`src/rtl/obstacle_scroller_if.sv`:
```
// Control and frame bus between the obstacle scroller and its consumers.
interface obstacle_scroller_if #(
  parameter int ROWS = 7,
  parameter int COLS = 5
);
  logic                 enable;
  logic                 clear;
  logic [ROWS*COLS-1:0] data_flat;
  logic                 step_pulse;
  logic [7:0]           passed_count;
  logic [3:0]           speed_level;

  modport master (
    output enable, clear,
    input  data_flat, step_pulse, passed_count, speed_level
  );

  modport slave (
    input  enable, clear,
    output data_flat, step_pulse, passed_count, speed_level
  );
endinterface

```
`src/rtl/obstacle_scroller.sv`:
```
// Scrolling obstacle field for the Dino Game LED matrix: spawns shapes at row1,
// shifts toward the exit row each step, counts passed obstacles and speeds up.
module obstacle_scroller #(
  parameter int          ROWS          = 7,
  parameter int          COLS          = 5,
  parameter int          TICK_DIV      = 5000000,
  parameter int          MIN_DIV       = 1000000,
  parameter int          SPEEDUP_STEP  = 250000,
  parameter int          SPEEDUP_EVERY = 8,
  parameter int          GAP_MIN       = 2,
  parameter int          RANDOM        = 0,
  parameter logic [15:0] LFSR_SEED     = 16'hACE1
) (
  input  logic               MAX10_CLK1_50,
  input  logic               KEY0,
  obstacle_scroller_if.slave bus
);
  localparam logic [0:0] ST_GAP  = 1'b0;
  localparam logic [0:0] ST_EMIT = 1'b1;

  logic [ROWS-1:0][COLS-1:0] field;
  logic [31:0]               tick_cnt, period, sub;
  logic [15:0]               lfsr, lfsr_next;
  logic [0:0]                state;
  logic [7:0]                gap_cnt, next_gap, every_cnt, passed_count;
  logic [3:0]                speed_level;
  logic [1:0]                type_idx, shape, emit_idx, shape_len;
  logic [COLS-1:0]           entry;
  logic                      step, pass;

  // Period only depends on speed_level, which changes on a step (counter = 0),
  // so the new period naturally starts with the next count cycle.
  always_comb begin
    sub = 32'(speed_level) * 32'(SPEEDUP_STEP);
    if (sub >= 32'(TICK_DIV - MIN_DIV)) period = 32'(MIN_DIV);
    else                                period = 32'(TICK_DIV) - sub;
  end

  assign step      = bus.enable && !bus.clear && (tick_cnt >= period - 32'd1);
  assign lfsr_next = {1'b0, lfsr[15:1]} ^ (lfsr[0] ? 16'hB400 : 16'h0000);
  assign shape_len = shape[0] ? 2'd2 : 2'd1;
  // Both rows of a two-row shape are identical; only the column mask differs.
  assign entry     = (state == ST_EMIT && emit_idx < shape_len) ?
                     COLS'(shape[1] ? 2'b11 : 2'b01) : '0;
  assign pass      = (field[ROWS-1] != '0) && (field[ROWS-2] == '0);

  assign bus.data_flat    = ~field;
  assign bus.step_pulse   = step;
  assign bus.passed_count = passed_count;
  assign bus.speed_level  = speed_level;

  always_ff @(posedge MAX10_CLK1_50 or negedge KEY0) begin
    if (!KEY0)           lfsr <= LFSR_SEED;
    else if (bus.enable) lfsr <= lfsr_next;
  end

  always_ff @(posedge MAX10_CLK1_50 or negedge KEY0) begin
    if (!KEY0) begin
      field        <= '0;
      tick_cnt     <= '0;
      state        <= ST_GAP;
      gap_cnt      <= 8'(GAP_MIN);
      next_gap     <= 8'(GAP_MIN);
      type_idx     <= '0;
      shape        <= '0;
      emit_idx     <= '0;
      passed_count <= '0;
      every_cnt    <= '0;
      speed_level  <= '0;
    end else if (bus.clear) begin
      field        <= '0;
      tick_cnt     <= '0;
      state        <= ST_GAP;
      gap_cnt      <= 8'(GAP_MIN);
      next_gap     <= 8'(GAP_MIN);
      type_idx     <= '0;
      shape        <= '0;
      emit_idx     <= '0;
      passed_count <= '0;
      every_cnt    <= '0;
      speed_level  <= '0;
    end else if (bus.enable) begin
      if (!step) begin
        tick_cnt <= tick_cnt + 32'd1;
      end else begin
        tick_cnt <= '0;
        field    <= {field[ROWS-2:0], entry};

        if (pass && passed_count != 8'd255) begin
          passed_count <= passed_count + 8'd1;
          if (every_cnt == 8'(SPEEDUP_EVERY - 1)) begin
            every_cnt <= '0;
            if (speed_level != 4'd15) speed_level <= speed_level + 4'd1;
          end else begin
            every_cnt <= every_cnt + 8'd1;
          end
        end

        case (state)
          // The blank step that closes EMIT is the first gap row, so GAP picks
          // on the step that would bring gap_cnt down to 1.
          ST_GAP: begin
            if (gap_cnt <= 8'd2) begin
              state    <= ST_EMIT;
              emit_idx <= '0;
              if (RANDOM != 0) begin
                shape    <= lfsr[1:0];
                next_gap <= 8'(GAP_MIN) + {6'd0, lfsr[3:2]};
              end else begin
                shape    <= type_idx;
                type_idx <= type_idx + 2'd1;
                next_gap <= 8'(GAP_MIN);
              end
            end else begin
              gap_cnt <= gap_cnt - 8'd1;
            end
          end
          default: begin
            if (emit_idx < shape_len) begin
              emit_idx <= emit_idx + 2'd1;
            end else begin
              state   <= ST_GAP;
              gap_cnt <= next_gap;
            end
          end
        endcase
      end
    end
  end
endmodule

```
`src/flat_wrapper.sv`:
```
// flat-port wrapper written by rule: the top's interface ports become plain ports
module obstacle_scroller_flat 
#(
  parameter int          ROWS          = 7,
  parameter int          COLS          = 5,
  parameter int          TICK_DIV      = 5000000,
  parameter int          MIN_DIV       = 1000000,
  parameter int          SPEEDUP_STEP  = 250000,
  parameter int          SPEEDUP_EVERY = 8,
  parameter int          GAP_MIN       = 2,
  parameter int          RANDOM        = 0,
  parameter logic [15:0] LFSR_SEED     = 16'hACE1
)
  (MAX10_CLK1_50, KEY0, bus_enable, bus_clear, bus_data_flat, bus_step_pulse, bus_passed_count, bus_speed_level);
  obstacle_scroller_if #(.ROWS(ROWS), .COLS(COLS)) bus_i ();
  input  logic MAX10_CLK1_50;
  input  logic KEY0;
  input wire logic [$bits(bus_i.enable)-1:0] bus_enable;
  input wire logic [$bits(bus_i.clear)-1:0] bus_clear;
  output wire logic [$bits(bus_i.data_flat)-1:0] bus_data_flat;
  output wire logic [$bits(bus_i.step_pulse)-1:0] bus_step_pulse;
  output wire logic [$bits(bus_i.passed_count)-1:0] bus_passed_count;
  output wire logic [$bits(bus_i.speed_level)-1:0] bus_speed_level;
  assign bus_i.enable = bus_enable;
  assign bus_i.clear = bus_clear;
  assign bus_data_flat = bus_i.data_flat;
  assign bus_step_pulse = bus_i.step_pulse;
  assign bus_passed_count = bus_i.passed_count;
  assign bus_speed_level = bus_i.speed_level;
  obstacle_scroller #(.ROWS(ROWS), .COLS(COLS), .TICK_DIV(TICK_DIV), .MIN_DIV(MIN_DIV), .SPEEDUP_STEP(SPEEDUP_STEP), .SPEEDUP_EVERY(SPEEDUP_EVERY), .GAP_MIN(GAP_MIN), .RANDOM(RANDOM), .LFSR_SEED(LFSR_SEED)) u_core (.MAX10_CLK1_50(MAX10_CLK1_50), .KEY0(KEY0), .bus(bus_i));
endmodule
```
`config.mk`:
```
export PLATFORM = sky130hd
export DESIGN_NAME = obstacle_scroller_flat
export DESIGN_NICKNAME = d
export VERILOG_FILES = /design/src/rtl/obstacle_scroller_if.sv /design/src/rtl/obstacle_scroller.sv /design/src/flat_wrapper.sv
export SDC_FILE = /design/constraint.sdc
export NUM_CORES = 1
export LEC_CHECK = 0
export CORE_MARGIN = 2
export CORE_UTILIZATION = 45
export DETAILED_ROUTE_END_ITERATION = 8
export PLACE_DENSITY = 0.62
export SETUP_SLACK_MARGIN = 0.2
export SLEW_MARGIN = 40
export SYNTH_ARGS = -nofsm -noshare
export SYNTH_HDL_FRONTEND = slang
export SYNTH_SLANG_ARGS = --single-unit
```
`constraint.sdc`:
```
create_clock -name MAX10_CLK1_50 -period 9.9 [get_ports MAX10_CLK1_50]
set_input_delay 0.99 -clock MAX10_CLK1_50 [delete_from_list [all_inputs] [get_ports MAX10_CLK1_50]]
set_output_delay 0.99 -clock MAX10_CLK1_50 [all_outputs]
set_load 0.005 [all_outputs]
```
; ---- After elaboration in Yosys (flattened, before gate mapping)
; Cells that the tools add are included.
[classes]
addsub = 9
multipliers = 1
magnitude_cmp = 4
eq_ne = 7
muxes = 58
bitwise = 1
reduce_logical = 21
[op_table]
columns = op, count
row1 = $mux 8, 20
row2 = $mux 32, 4
row3 = $mux 35, 3
row4 = $mux 2, 18
row5 = $not 35->35, 1
row6 = $add 32x1->32 const B, 1
row7 = $ge 32x32->1, 1
row8 = $sub 32x1->32 const B, 1
row9 = $mux 4, 6
row10 = $sub 23x22->24 const A, 1
row11 = $ge 22x22->1 const B, 1
row12 = $mul 4x14->18 const B, 1
row13 = $add 8x1->8 const B, 2
row14 = $reduce_and 4->1, 3
row15 = $reduce_bool 2->1, 6
row16 = $eq 8x3->1 const B, 1
row17 = $le 8x2->1 const B, 1
row18 = $ne 8x8->1 const B, 1
row19 = $sub 8x1->8 const B, 1
row20 = $mux 1, 6
row21 = $ne 3x3->1 const B, 2
row22 = $logic_and 1x1->1, 5
row23 = $logic_not 5->1, 1
row24 = $mux 5, 1
row25 = 12 further kinds, 13
[totals]
regBits = 110
inputBits = 4
out_inout_bits = 48

; ---- Depth between registers and ports, before layout
[logic_depth]
ltp_word = 9
ltp_mapped = 32
ltp_nobuf = 28

; ---- Worst setup path before layout
; OpenSTA, ideal clock, no wires.
[synth_path]
kind = register -> output
startpoint = register u_core.speed_level[1], in the netlist u_core.bus.speed_level[1]
endpoint = output port bus_step_pulse
arrival_time_ps = 6310
slack_ps = 2600
stages_incl_launch_ff = 28
n_path_buf = 3
path_cell_list = dfrtp_1 -> inv_1 -> ha_1 -> inv_1 -> fa_1 -> inv_1 -> fa_1 -> nand2b_1 -> a21oi_1 -> xor2_1 -> o211ai_1 -> or3_1 -> clkbuf_1 -> nand2_1 -> ha_1 -> nand2_1 -> nor4_1 -> xnor2_1 -> nor2_1 -> ha_1 -> nand4_1 -> nor2_1 -> a2111oi_0 -> o2111ai_2 -> buf_6 -> nand2_1 -> buf_2 -> nor2_1
[synth_via]
elab_chain_cells = 6
word_cells_on_any_way = 7
classes_between = 2 x add/sub / 1 x mul / 2 x order compare / 1 x mux / 1 x reduce/logical
[synth_lines]
columns = element, line_no
row1 = "start, declared", obstacle_scroller.sv:26  ; logic [3:0] speed_level;
row2 = "start signal, assigned", obstacle_scroller.sv:93  ; if (speed_level != 4'd15) speed_level <= speed_level + 4'd1;
row3 = $mul 4x14->18 (*), obstacle_scroller.sv:34  ; sub = 32'(speed_level) * 32'(SPEEDUP_STEP);
row4 = $sub 23x22->24 / $ge 22x22->1 (equally long branches), "obstacle_scroller.sv:36, obstacle_scroller.sv:35"
row5 = $mux 32 (*), obstacle_scroller.sv:35  ; if (sub >= 32'(TICK_DIV - MIN_DIV)) period = 32'(MIN_DIV);
row6 = $sub 32x1->32 (*), obstacle_scroller.sv:39  ; assign step = bus.enable && !bus.clear && (tick_cnt >= period - 32'd1);
row7 = $ge 32x32->1 (*), obstacle_scroller.sv:39
row8 = $logic_and 1x1->1 (*), obstacle_scroller.sv:39
row9 = "end, declared", flat_wrapper.sv:21  ; output wire logic [$bits(bus_i.step_pulse)-1:0] bus_step_pulse;
; Mark *: on every way between the ends. The rest lies on a longest branch, timed or not.

; ---- Worst setup path in the final report
; Same ends and word-level chain as after synthesis.

==> reports/metrics.cfg <==
[worst_setup_path]
ff2ff_path_depth = 27
cp_max_fo = 13
cp_num_cells = 26
critPathArrivalTime_ns = 7.88
cpPeakStageDelay_ns = 0.66
cp.required_ns = 8.91
timing.critical_path.buf_inv = 5
crit_type = flip-flop to output pin
slowest_stage = dfrtp_1
start_kind = flip-flop
cp_top_family = simple AND/OR/NAND/NOR gates
worstSetupEndpointType = output pin

[timing]
slew_headroom_pct = 50.09
clock_skew_ns = 0.01085
fmax_mhz = 112.8
fin_crit_ns = 8.869
final-setup-viol-count = 0
hold_viol = 0
setup_tns_ns = 0
report.final.slew_viol_count = 0
tightest_slew_ns = 0.7486
hold_ws_ns = 0.5193
period_share_pct = 89.59
rsz0062_at_grt = false

[die]
die-area_sq_um = 15450
dieWidth_um = 124.3
rows = 43
coreArea_sq_um = 13990
io_pins = 52
die_h_um = 124.3
initial_core_util_pct = 46.56

[finish]
final_cells = 966
layout_commonest_cell = nand2_1
fin_nets = 846
layout.area.seq_sq_um = 2028
area_delta_synth_final_pct = 10.20
drive_gt1_share_pct = 6.489
fill_cells = 1360
layout_common_cells = nand2_1, dfrtp_1, nor2_1, a21oi_1, ha_1
n_antenna_cell = 0
multiInputGateArea_sq_um = 4161

[placed_design]
io_buffers = 30
place_congestion = 0.8336
place_inst = 951
dpl.hpwl_um = 10350

[yosys]
synth_top_area_cell = dfrtp_1
avgSynthCellArea_sq_um = 8.614
yosysSeqAreaShare_pct = 31.14
synth_ff_type = dfrtp_1
synthArstFlopShare_pct = 100.0
synth_edf_count = 0
synth.distinct_cells = 81
synth_top_area_share_pct = 30.74
synthTopCellsByArea = dfrtp_1, ha_1, xnor2_1
ys_warn_count = 0
ys_seq_elements = 81
syn_inst = 756
netlist_area_sq_um = 6512

[worst_hold_path]
whs_path_depth = 1
hp-class = flip-flop to flip-flop

[outcome]
outcome = completed

[global_routing]
grt_pass1_wl_um = 24950
grt_pass1_vias = 5187
grt_start_max_net_pins = 82
grt_overflow_total = 0
antenna_found_initial = 0
grtUsageTotal_pct = 19.06

[cts]
cts_resized = 0
cts_hold_buf = 0
cts-root-buf = clkbuf_16
max-clock-path-buffers = 2
cts_tree = yes
numCtsBuffers = 9
clock_latency_ns = 0.34
clkSinkCount = 81
cts_max_level = 3
clk_pin_slew_ns = 0.06
postCtsSetupRepairBufs = 0

[power_and_ir_drop]
ir_worst_vdd_mv = 0.09808
power_density_nw_per_um2 = 93.47
finalPower_uw = 670.8
power_leakage_uw = 0.003143

[drt]
wl_um = 14280
vias = 5337
antenna_left = 0
vias_per_cell = 5.525
drt_pass1_iterations = 4
wl_per_cell_um = 14.78
drcViolationCount = 0
drtIter0Drc = 280

[flow_run]
drv_cap = 0

==> flip-flops by register name (all words and copies together) (netlist names) <==
| register | flops |
|---|---|
| u_core.state | 1 |
| u_core.field | 14 |
| u_core.shape | 2 |
| u_core.gap_cnt | 8 |
| u_core.type_idx | 2 |
| u_core.every_cnt | 8 |
| u_core.bus.passed_count | 8 |
| u_core.bus.speed_level | 4 |
| u_core.tick_cnt | 32 |
| u_core.emit_idx | 2 |
==> Yosys cell counts (3+ instances only) <==
library cell and number:
buf_4 24, nand4_1 24, a2111oi_4 3, or4_1 9, o211ai_1 7, buf_2 7
xor2_1 29, o22a_1 3, nor2_1 78, a31oi_1 6, a211oi_1 3, nor3_1 14
dfrtp_1 80, ha_1 55, a21oi_1 55, nand2_1 83, nor3b_1 3, and3_1 6
clkbuf_1 15, xnor2_1 36, o21ai_0 26, or3_1 13, nand2b_1 5, mux2i_1 3
o211a_1 3, a21o_1 12, nand3b_1 4, fa_1 5, nor2b_1 6, nand3_1 30
inv_1 37, o31ai_1 7, nor4_1 6
==> power breakdown <==
group	internal [uW]	total, uW	leakage (uW)	switching [uW]
combinational	4.75	24.0	0.00188	19.2
sequential	332	334	0.00113	2.06
clock	182	312	0.000134	130
==> path summary, 6_finish.rpt <==
path | startpoint | end | slack, ns
max in group asynchronous | KEY0 | u_core.field[15] | 8.69
min in group asynchronous | KEY0 | u_core.tick_cnt[1] | 0.71
worst max register to register | u_core.bus.speed_level[1] | u_core.tick_cnt[29] | 1.90
worst max-delay path | u_core.bus.speed_level[1] | bus_step_pulse | 1.03
worst min register to register | u_core.gap_cnt[7] | u_core.gap_cnt[7] | 0.52
worst min-delay path | u_core.gap_cnt[7] | u_core.gap_cnt[7] | 0.52
==> cell families (layout without fill, tap and decap cells) <==
kind of cell	count (synthesis)	after routing	share of synthesized area [%]
buf+inv	87	88	6.666
simple gates	305	305	23.65
fa+ha+maj	60	60	12.10
xor+xnor	67	67	9.241
flops	81	81	31.14
mux	4	4	0.6340
compound gates	151	151	16.50
other cells	1	30	0.05758
==> cell type report <==
class                           count  share of cell area [%]
Multi-Input combinational cell    617                   57.98
Sequential cell                    81                   28.26
Timing Repair Buffer               36                   4.759
Clock buffer                       11                   3.522
Tap cell                          180                   3.138
Inverter                           37                   1.935
Clock inverter                      4                  0.4010
==> per-stage QoR <==
stage          setup WS, ns  area [sq um]  utilization [%]
3_5_place_dp          1.505          6895            49.29
4_1_cts               1.057          7177            51.31
2_1_floorplan         2.600          6621                -
3_3_place_gp          1.769          6889            49.25
5_1_grt              0.5120          7177            51.31
6_report              1.031          7177            51.31
==> worst reg2reg max path, stage by stage (launching register included) <==
cell and delay [ns]:
dfrtp_1 0.66, inv_1 0.27, ha_1 0.36, inv_1 0.05
fa_1 0.52, inv_1 0.06, fa_1 0.45, nand2b_1 0.16
a21oi_1 0.34, xor2_1 0.38, o211ai_1 0.23, or3_1 0.53
nand2_1 0.13, ha_1 0.25, nand2_1 0.13, nor4_1 0.60
xnor2_1 0.19, nor2_1 0.06, ha_1 0.30, nand4_1 0.09
nor2_1 0.06, a2111oi_0 0.61, o2111ai_2 0.24, buf_4 0.24
nand2_1 0.10, buf_4 0.31, nand2_2 0.37, nor2_1 0.23
==> routing by layer <==
layer / global-route usage, % / part of all wire, %
met4: 5.288 / 1.3
met1: 26.19 / 48
met5: 0 / 0
met2: 31.60 / 48
met3: 2.577 / 2.6
No activity file was read; power rests on OpenSTA's default activity.
